[src/rtl/cordic_rot_arbiter.sv]
// Round-robin front end that shares one pipelined CORDIC rotation core among
// N_REQ requesters, with per-requester credits and a latency-matched tag pipeline.
module cordic_rot_arbiter #(
  parameter int N_REQ   = 4,
  parameter int DW      = 16,
  parameter int LAT     = 15,
  parameter int MAX_OUT = 4,
  localparam int IDW    = (N_REQ > 1) ? $clog2(N_REQ) : 1,
  localparam int CW     = $clog2(MAX_OUT + 1)
) (
  input  logic                clk,
  input  logic                sclr_n,
  input  logic [N_REQ-1:0]    req_valid,
  output logic [N_REQ-1:0]    req_ready,
  input  logic [N_REQ*DW-1:0] req_x,
  input  logic [N_REQ*DW-1:0] req_y,
  input  logic [N_REQ*DW-1:0] req_phase,
  output logic                core_sclr,
  output logic                core_nd,
  output logic [DW-1:0]       core_x,
  output logic [DW-1:0]       core_y,
  output logic [DW-1:0]       core_phase,
  input  logic                core_rdy,
  input  logic [DW-1:0]       core_xo,
  input  logic [DW-1:0]       core_yo,
  output logic                res_valid,
  output logic [IDW-1:0]      res_id,
  output logic [DW-1:0]       res_x,
  output logic [DW-1:0]       res_y,
  output logic                err
);

  logic [IDW-1:0]   ptr_r;
  logic [CW-1:0]    cnt_r     [N_REQ];
  logic [CW-1:0]    cnt_nxt_s [N_REQ];
  logic [N_REQ-1:0] elig_s;
  logic [N_REQ-1:0] grant_s;
  logic [N_REQ-1:0] dec_s;
  logic [IDW-1:0]   idx_s;
  logic             hit_s;
  logic [IDW-1:0]   gnt_id_s;
  logic             gnt_any_s;
  logic [IDW-1:0]   ptr_nxt_s;
  logic [DW-1:0]    sel_x_s, sel_y_s, sel_ph_s;
  logic             underflow_s;

  logic             core_nd_r;
  logic [IDW-1:0]   issue_id_r;
  logic [DW-1:0]    core_x_r, core_y_r, core_ph_r;
  logic [LAT:1]     tag_v_r;
  logic [IDW-1:0]   tag_id_r  [LAT:1];
  logic             res_valid_r;
  logic [IDW-1:0]   res_id_r;
  logic [DW-1:0]    res_x_r, res_y_r;
  logic             err_r;

  // Eligibility, rotating-priority search from ptr and operand mux of the winner.
  always_comb begin
    grant_s   = '0;
    gnt_id_s  = '0;
    gnt_any_s = 1'b0;
    idx_s     = '0;
    hit_s     = 1'b0;
    sel_x_s   = '0;
    sel_y_s   = '0;
    sel_ph_s  = '0;
    for (int i = 0; i < N_REQ; i++) begin
      elig_s[i] = req_valid[i] && (cnt_r[i] < CW'(MAX_OUT));
    end
    for (int k = 0; k < N_REQ; k++) begin
      idx_s          = IDW'((int'(ptr_r) + k) % N_REQ);
      hit_s          = elig_s[idx_s] && !gnt_any_s;
      grant_s[idx_s] = grant_s[idx_s] | hit_s;
      gnt_id_s       = hit_s ? idx_s : gnt_id_s;
      gnt_any_s      = gnt_any_s | hit_s;
    end
    // Nothing may be granted while the block is held in reset.
    grant_s   = grant_s & {N_REQ{sclr_n}};
    gnt_any_s = gnt_any_s & sclr_n;
    for (int k = 0; k < N_REQ; k++) begin
      sel_x_s  = sel_x_s  | ({DW{grant_s[k]}} & req_x[k*DW +: DW]);
      sel_y_s  = sel_y_s  | ({DW{grant_s[k]}} & req_y[k*DW +: DW]);
      sel_ph_s = sel_ph_s | ({DW{grant_s[k]}} & req_phase[k*DW +: DW]);
    end
    ptr_nxt_s = (gnt_id_s == IDW'(N_REQ - 1)) ? '0 : gnt_id_s + IDW'(1);
  end

  // Credit update: +1 on grant, -1 on returned result, underflow detection.
  always_comb begin
    cnt_nxt_s   = cnt_r;
    dec_s       = '0;
    underflow_s = 1'b0;
    for (int i = 0; i < N_REQ; i++) begin
      dec_s[i] = res_valid_r && (res_id_r == IDW'(i));
      case ({grant_s[i], dec_s[i]})
        2'b10:   cnt_nxt_s[i] = cnt_r[i] + CW'(1);
        2'b01:   cnt_nxt_s[i] = (cnt_r[i] == '0) ? cnt_r[i] : cnt_r[i] - CW'(1);
        default: cnt_nxt_s[i] = cnt_r[i];
      endcase
      underflow_s = underflow_s | (dec_s[i] && (cnt_r[i] == '0));
    end
  end

  // Issue stage: core strobe/operands, pointer advance and tag stage 0.
  always_ff @(posedge clk or negedge sclr_n) begin
    if (!sclr_n) begin
      ptr_r      <= '0;
      core_nd_r  <= 1'b0;
      issue_id_r <= '0;
      core_x_r   <= '0;
      core_y_r   <= '0;
      core_ph_r  <= '0;
    end else begin
      core_nd_r  <= gnt_any_s;
      issue_id_r <= gnt_any_s ? gnt_id_s : '0;
      if (gnt_any_s) begin
        ptr_r     <= ptr_nxt_s;
        core_x_r  <= sel_x_s;
        core_y_r  <= sel_y_s;
        core_ph_r <= sel_ph_s;
      end
    end
  end

  // Tag shift register; stage LAT lines up with core_rdy of the same job.
  always_ff @(posedge clk or negedge sclr_n) begin
    if (!sclr_n) begin
      tag_v_r <= '0;
      for (int k = 1; k <= LAT; k++) tag_id_r[k] <= '0;
    end else begin
      tag_v_r[1]  <= core_nd_r;
      tag_id_r[1] <= issue_id_r;
      for (int k = 2; k <= LAT; k++) begin
        tag_v_r[k]  <= tag_v_r[k-1];
        tag_id_r[k] <= tag_id_r[k-1];
      end
    end
  end

  // Result stage, credit counters and sticky error flag.
  always_ff @(posedge clk or negedge sclr_n) begin
    if (!sclr_n) begin
      res_valid_r <= 1'b0;
      res_id_r    <= '0;
      res_x_r     <= '0;
      res_y_r     <= '0;
      err_r       <= 1'b0;
      for (int i = 0; i < N_REQ; i++) cnt_r[i] <= '0;
    end else begin
      res_valid_r <= core_rdy && tag_v_r[LAT];
      res_id_r    <= tag_id_r[LAT];
      res_x_r     <= core_xo;
      res_y_r     <= core_yo;
      err_r       <= err_r | (core_rdy != tag_v_r[LAT]) | underflow_s;
      cnt_r       <= cnt_nxt_s;
    end
  end

  assign req_ready  = grant_s;
  assign core_sclr  = ~sclr_n;
  assign core_nd    = core_nd_r;
  assign core_x     = core_x_r;
  assign core_y     = core_y_r;
  assign core_phase = core_ph_r;
  assign res_valid  = res_valid_r;
  assign res_id     = res_id_r;
  assign res_x      = res_x_r;
  assign res_y      = res_y_r;
  assign err        = err_r;

endmodule

[config.mk]
export PLATFORM = sky130hd
export DESIGN_NAME = cordic_rot_arbiter
export DESIGN_NICKNAME = d
export VERILOG_FILES = /design/src/rtl/cordic_rot_arbiter.sv
export SDC_FILE = /design/constraint.sdc
export NUM_CORES = 1
export LEC_CHECK = 0
export BUFFER_PORTS_ARGS = -buffer_cell sky130_fd_sc_hd__buf_2
export CORE_AREA = 2 2 126 128
export CTS_CLUSTER_DIAMETER = 40
export DETAILED_ROUTE_END_ITERATION = 16
export DIE_AREA = 0 0 128 130
export GPL_TIMING_DRIVEN = 0
export PLACE_DENSITY = 0.75
export SLEW_MARGIN = 20
export SYNTH_ARGS = -nofsm -noshare
export SYNTH_HDL_FRONTEND = slang
export SYNTH_SLANG_ARGS = --single-unit
[constraint.sdc]
create_clock -name clk -period 5.1 [get_ports clk]
set_clock_uncertainty 0.15 [all_clocks]
set_input_delay 0.255 -clock clk [delete_from_list [all_inputs] [get_ports clk]]
set_output_delay 0.255 -clock clk [all_outputs]
set_load 0.05 [all_outputs]
==> reports/metrics.cfg, run 1 <==
[worst_setup_path]
cp-endpoint = core_x[2]$_DFFE_PN0P_
crit_chain = buf_6 > inv_2 > ha_4 > mux4_2 > a21bo_2 > a22oi_2 > o21ai_1 > a31o_1 > o211a_4 > a2111oi_4 > clkbuf_4 > a222oi_1 > dlygate4sd3_1 > nand2_1 > dlygate4sd3_1
rrSetupSlack_ps = 150
critical_path.top_delay_family = compound AO/OA/AOI/OAI gates
start_kind = register
critPathBufInv = 5
worstPathRequired_ps = 5300
crit-reg2reg-launch = ptr_r[1]$_DFFE_PN0P_
end_kind = register
reg2reg_to = core_x[2]$_DFFE_PN0P_
reg2reg_depth = 15
crit_slowest_cell = dlygate4sd3_1
worstSetupPathDepth = 15
cp-startpoint = ptr_r[1]$_DFFE_PN0P_
cp.arrival_ps = 5150
cp_common_cell = dlygate4sd3_1
crit_type = register to register
max_stage_delay_ps = 580
crit_fanout = 10

[placement]
placed_cell_area_um2 = 8390
gp_congestion = 0.885
post-place-ws_ps = -80.9
io_buffers = 320
dpl.cell_count = 1057
dp_hpwl_um = 15700

[final_layout]
fill_cells = 1084
final_cells = 1258
design_area_um2 = 10800
drive_gt1_share_pct = 39.8
final_util_pct = 70.2
nets = 1290
syn2layout_area_growth_pct = 66.2
seqCellArea_um2 = 3650
multiInputGateArea_um2 = 2670

[timing]
holdWs_ps = 192
finalSetupTns_ps = 0
fin_crit_sh_pct = 97.1
fmax_ghz = 0.202
setup_viol = 0
post-route-min-period_ps = 4950
timing.final.max_slew_violations = 0
hold_viol_final = 0
timing.final.ws_setup_ps = 149
worst_pin_slew_ps = 657
slew-limit-headroom_pct = 56.2
rsz0062_at_grt = true

[route]
wirelength_um = 25400
dr.pass1.iters = 8
via_per_inst = 5.62
ant_nets = 0
vias = 7076
dr.first_iter.drc_count = 525
drc = 0
wl_per_cell_um = 20.2

[grt]
grt_pass1_vias = 7071
grt_pass1_wl_um = 37100
antenna_found_initial = 4
grt_usage_pct = 29.5
grt_max_degree = 81
overflow = 0

[logic_synthesis]
synth_cell_types = 56
synthFlopType = dfrtp_1
netlist_instances = 544
synth-seq-area-share_pct = 56.1
synth.ff_latch_count = 146
async_flop_share_pct = 100
synth.avg_cell_area_um2 = 12.0
synth_nets = 784
synth_edf_count = 0
synth_area_um2 = 6510
ys_warn_count = 0

[die]
row_count = 46
design.die.area_um2 = 16600
die_w_um = 128
num_io_pins = 321
start_util_pct = 42.2
die_y_um = 130
coreArea_um2 = 15400

[outcome]
status = finished, final reports clean

[clock_network]
clockRootBuffer = clkbuf_16
insertion_delay_ps = 420
cts_buffer_depth = 2
cts_inserted_buffers = 17
htreeDepth = 4
clk_pin_slew_ps = 70
cts_tree = done
cts_sinks = 146

[pwr]
peakVddDrop_uv = 473
power.total_mw = 8.22
power_density_nw_per_um2 = 760
p_leak_nw = 5.15

[worst_hold_path]
worstHoldPathType = register to register

[job]
drv_cap = 0

-- power breakdown --
part | switching, mW | internal [mW] | total [mW]
combinational | 2.91 | 2.07 | 4.98
sequential | 0.268 | 1.59 | 1.86
clock | 0.521 | 0.857 | 1.38
total | 3.70 | 4.52 | 8.22
-- what timing repair did --
item	CTS	global route
pin swaps	0	5
hold buffers	163	0
gates resized for setup	2	21
setup buffers	0	3
hold endpoints to repair	151	0
endpoints found under the setup margin	2	16
-- layer usage --
| metal | GRT usage (%) | wire length, um | part of all wire (%) | vias to the layer above |
|---|---|---|---|---|
| li1 | - | - | - | 3115 |
| met4 | 15.7 | 1060 | 4.2 | 2 |
| met1 | 33.9 | 9450 | 37 | 3510 |
| met2 | 51.1 | 13100 | 52 | 378 |
| met3 | 7.42 | 1730 | 6.8 | 71 |
| met5 | 0 | 12 | 0.047 | - |
-- synth_stat cells, types with 5 or more instances --
cell type  count  share of area [%]
a21oi_1        8               0.62
a222oi_1      48                7.4
a22oi_1       50                5.8
a31o_1         5               0.67
buf_2          8               0.62
buf_4         12                1.4
buf_6          8                1.4
clkbuf_1      11               0.63
dfrtp_1      146                 56
ha_1           9                1.7
inv_1          7               0.40
mux2_2         5               0.86
mux2i_1        8                1.2
nand2_1       68                3.9
nand3_1       11               0.85
nand3b_1       5               0.58
nor2_1        36                2.1
nor2b_1        9               0.86
nor4_1         8               0.77
o21ai_0        6               0.46
o22ai_1        6               0.58
-- state kept, by name (all words and copies together), names as in the netlist --
name	count
core_x	16
res_x	16
tag_id_r	30
res_valid	1
res_id	2
cnt_r	12
issue_id_r	2
res_y	16
ptr_r	2
err	1
tag_v_r	15
core_nd	1
core_phase	16
core_y	16
-- cell families (layout without fill, tap and decap cells) --
logic type / after synthesis / in the layout / share of synthesized area (%)
buffers and inverters: 49 / 568 / 4.59
other: 0 / 3 / 0
muxes: 17 / 17 / 3.31
AOI/OAI and AO/OA: 153 / 153 / 21.1
and+or+nand+nor: 162 / 162 / 12.1
xor gates and xnor gates: 8 / 8 / 1.08
DFF: 146 / 146 / 56.1
adders and majority gates: 9 / 9 / 1.73
-- cell usage in the layout (no fill, tap or decap), types with 13 or more instances in the layout --
cell type	count
buf_2	326
a22oi_1	50
nand2_1	68
clkbuf_16	17
dfrtp_1	146
buf_4	13
nor2_1	34
a222oi_1	48
dlygate4sd3_1	163
-- worst reg2reg max path, delay by kind of cell (launching register included) --
kind,cells,cell delay [ps]
adders and majority gates,1,240
DFF,1,410
buffers and inverters,5,1820
muxes,1,310
and+or+nand+nor,1,90
AOI/OAI and AO/OA,7,1850
-- cell type report --
class                      count  area share (%)
sequential                   146            33.8
inverter                       9           0.335
tap                          192            2.22
timing repair buffer         487            30.4
clock buffer                  20            4.22
buffer                        40            2.56
clock inverter                12            1.77
antenna                        3          0.0694
multi-input combinational    349            24.6
-- how the worst min path moves through the flow --
| stage | start | end | slack [ps] | depth (start not counted) |
|---|---|---|---|---|
| 4_1_cts | tag_id_r[20]$_DFF_PN0_ | tag_id_r[22]$_DFF_PN0_ | 190 | 0 |
| 6_report | tag_id_r[22]$_DFF_PN0_ | tag_id_r[24]$_DFF_PN0_ | 190 | 0 |
| 3_5_place_dp | sclr_n | res_x[9]$_DFF_PN0_ | 90 | 1 |
| 2_1_floorplan | sclr_n | cnt_r[0]$_DFFE_PN0P_ | -190 | 0 |
| 5_1_grt | tag_id_r[22]$_DFF_PN0_ | tag_id_r[24]$_DFF_PN0_ | 200 | 0 |
| 3_3_place_gp | tag_v_r[10]$_DFF_PN0_ | tag_v_r[11]$_DFF_PN0_ | 180 | 0 |
No activity file was read; power rests on OpenSTA's default activity.
==> inputs of run 2 (changes only) <==
--- a/config.mk
+++ b/config.mk
@@ -6,12 +6,13 @@
 export NUM_CORES = 1
 export LEC_CHECK = 0
 export BUFFER_PORTS_ARGS = -buffer_cell sky130_fd_sc_hd__buf_2
-export CORE_AREA = 2 2 126 128
+export CORE_AREA = 2 2 125 127
 export CTS_CLUSTER_DIAMETER = 40
 export DETAILED_ROUTE_END_ITERATION = 16
-export DIE_AREA = 0 0 128 130
+export DIE_AREA = 0 0 127 129
+export GPL_ROUTABILITY_DRIVEN = 0
 export GPL_TIMING_DRIVEN = 0
-export PLACE_DENSITY = 0.75
+export PLACE_DENSITY = 0.76
 export SLEW_MARGIN = 20
 export SYNTH_ARGS = -nofsm -noshare
 export SYNTH_HDL_FRONTEND = slang
==> constraint.sdc (replaced) <==
create_clock -name clk -period 6.2 [get_ports clk]
set_clock_uncertainty 0.15 [all_clocks]
set_input_delay 0.31 -clock clk [delete_from_list [all_inputs] [get_ports clk]]
set_output_delay 0.31 -clock clk [all_outputs]
set_load 0.05 [all_outputs]
==> run 2 against run 1 <==
  * Wire length increased by 6.1%
  * Cell count decreased by 0.79%
  * Die area decreased by 1.5%
  * First-iteration DRC count increased by 62%
  * Worst hold slack got worse by 180 ps
  * Register-to-register slack improved by 560 ps
  * Largest cell class unchanged
  * Non-clock buffer count decreased by 5
  * Critical path depth increased by 1
  * Clock power decreased by 25%
  * Total power decreased by 18%
  * Setup slack improved by 560 ps
  * Critical path type unchanged
==> reports/metrics.cfg, run 2 (synthesis results as in run 1) <==
[clock_network]
clockRootBuffer = clkbuf_16
htreeDepth = 4  ; unchanged
cts_resized = 0  ; -2
clk_pin_slew_ps = 60  ; about the same
cts_tree = done
cts_inserted_buffers = 17  ; unchanged
insertion_delay_ps = 430  ; about the same
cts_sinks = 146  ; unchanged
cts_buffer_depth = 2  ; unchanged

[worst_setup_path]
reg2reg_depth = 16  ; +1
end_kind = register
critical_path.top_delay_family = buffers and inverters
crit_fanout = 10  ; unchanged
cp.arrival_ps = 5630  ; +480 ps
start_kind = register
worstPathRequired_ps = 6350  ; +1050 ps
crit_chain = buf_6 > clkinv_1 > ha_1 > mux4_2 > a21bo_1 > nand2_2 > a221oi_1 > nor2_1 > a221oi_2 > a2111oi_4 > buf_6 > buf_6 > a222oi_1 > dlygate4sd3_1 > nand2_1 > dlygate4sd3_1
cp_common_cell = buf_6
max_stage_delay_ps = 600  ; +20 ps
rrSetupSlack_ps = 710  ; +560 ps
crit-reg2reg-launch = ptr_r[0]$_DFFE_PN0P_
critPathBufInv = 6  ; +1
crit_type = register to register
reg2reg_to = core_phase[6]$_DFFE_PN0P_
crit_slowest_cell = dlygate4sd3_1

[final_layout]
layout_common_cells = buf_2, dlygate4sd3_1, dfrtp_1, nand2_1, a22oi_1
seqCellArea_um2 = 3650  ; unchanged
multiInputGateArea_um2 = 2560  ; -4.1%
final_cells = 1248  ; -0.79%
final_common_cell = buf_2
nets = 1285  ; -0.39%
largest_register_ffs = 30  ; unchanged
syn2layout_area_growth_pct = 62.8
top_register = tag_id_r
drive_gt1_share_pct = 38.8  ; -1.0 points
fill_cells = 1028  ; -5.2%

[timing]
fmax_ghz = 0.182  ; -9.8%
fin_crit_sh_pct = 88.5  ; -8.6 points
slew-limit-headroom_pct = 51.3  ; -4.9 points
timing.final.max_slew_violations = 0  ; unchanged
hold_viol_final = 0  ; unchanged
worst_pin_slew_ps = 731  ; +74.1 ps
rsz0062_at_grt = false
finalSetupTns_ps = 0  ; unchanged
holdWs_ps = 10.9  ; -181 ps
setup_viol = 0  ; unchanged
post-route-min-period_ps = 5490  ; +536 ps

[route]
ant_nets = 0  ; unchanged
dr.pass1.iters = 7  ; -1
wirelength_um = 26900  ; +6.1%
dr.first_iter.drc_count = 853  ; +62%
via_per_inst = 5.74  ; +2.1%
wl_per_cell_um = 21.6  ; +7.0%
vias = 7166  ; +1.3%
drc = 0  ; unchanged

[grt]
grt_pass1_wl_um = 39500  ; +6.6%
antenna_found_initial = 2  ; -2
overflow = 0  ; unchanged
grt_pass1_vias = 7159  ; +1.2%
grt_usage_pct = 32.3  ; +2.8 points
grt_max_degree = 79  ; -2.5%

[placement]
dpl.cell_count = 1053  ; -0.38%
io_buffers = 320  ; unchanged
dp_hpwl_um = 17300  ; +10%

[worst_hold_path]
min-delay-start = req_y[20]
worstHoldPathType = input pin to register
hold_depth = 3  ; +3
hold_path_end = core_y[4]$_DFFE_PN0P_

[die]
die_y_um = 129  ; -0.77%
coreArea_um2 = 15000  ; -2.9%
design.die.area_um2 = 16400  ; -1.5%
start_util_pct = 43.5  ; +1.3 points
row_count = 45  ; -2.2%
die_w_um = 127  ; -0.78%
num_io_pins = 321  ; unchanged

[job]
drv_cap = 0  ; unchanged

[pwr]
peakVddDrop_uv = 384  ; -19%
power.total_mw = 6.75  ; -18%
power_density_nw_per_um2 = 637  ; -16%
p_leak_nw = 5.07  ; -1.5%

[outcome]
status = finished, final reports clean

==> run 2: worst max path at each step <==
stage / end / slack, ps / from / cells past startpoint
2_1_floorplan: cnt_r[11]$_DFFE_PN0P_ / 1490 / ptr_r[0]$_DFFE_PN0P_ / 17
3_3_place_gp: cnt_r[5]$_DFFE_PN0P_ / -130 / sclr_n / 10
3_5_place_dp: cnt_r[11]$_DFFE_PN0P_ / 1020 / ptr_r[0]$_DFFE_PN0P_ / 17
4_1_cts: core_x[14]$_DFFE_PN0P_ / 880 / ptr_r[0]$_DFFE_PN0P_ / 16
5_1_grt: core_y[6]$_DFFE_PN0P_ / 510 / ptr_r[0]$_DFFE_PN0P_ / 16
6_report: core_phase[6]$_DFFE_PN0P_ / 710 / ptr_r[0]$_DFFE_PN0P_ / 16
==> run 2: routing by layer <==
metal / vias to the layer above / track usage (%) / wire length, um
met2: 503 / 53.0 / 13000
met5: - / 0 / 0
li1: 3102 / - / -
met4: 0 / 16.4 / 1240
met1: 3459 / 40.2 / 10300
met3: 102 / 7.86 / 2340
==> run 2: where the power goes <==
| part | switching, mW | total, mW | internal [mW] |
|---|---|---|---|
| clock | 0.421 | 1.03 | 0.609 |
| sequential | 0.225 | 1.54 | 1.31 |
| combinational | 2.40 | 4.18 | 1.79 |
| total | 3.04 | 6.75 | 3.71 |
==> run 2: per-stage QoR <==
stage / util [%] / worst slack (ps) / cell area [um^2]
6_report: 70.7 / 713 / 10600
5_1_grt: 70.7 / 509 / 10600
3_5_place_dp: 56.0 / 1020 / 8380
3_3_place_gp: 55.7 / -130 / 8350
2_1_floorplan: - / 1490 / 6510
4_1_cts: 70.7 / 879 / 10600
==> run 2: repair_timing <==
action                    4_1_cts  5_1_grt
buffers inserted                0        0
hold buffers                  161        0
hold endpoints to repair      154        0
==> run 2: final cells by class <==
class | instances | area share [%]
Multi-Input combinational cell | 349 | 24.1
Tap cell | 188 | 2.22
Clock inverter | 14 | 1.46
Timing Repair Buffer | 482 | 30.7
Inverter | 9 | 0.319
Antenna cell | 2 | 0.0472
Clock buffer | 18 | 4.14
Buffer | 40 | 2.50
Sequential cell | 146 | 34.5
==> run 2: worst min-delay path: stages <==
cell and delay [ps]:
buf_2 80, a22oi_1 80, nand2_1 80
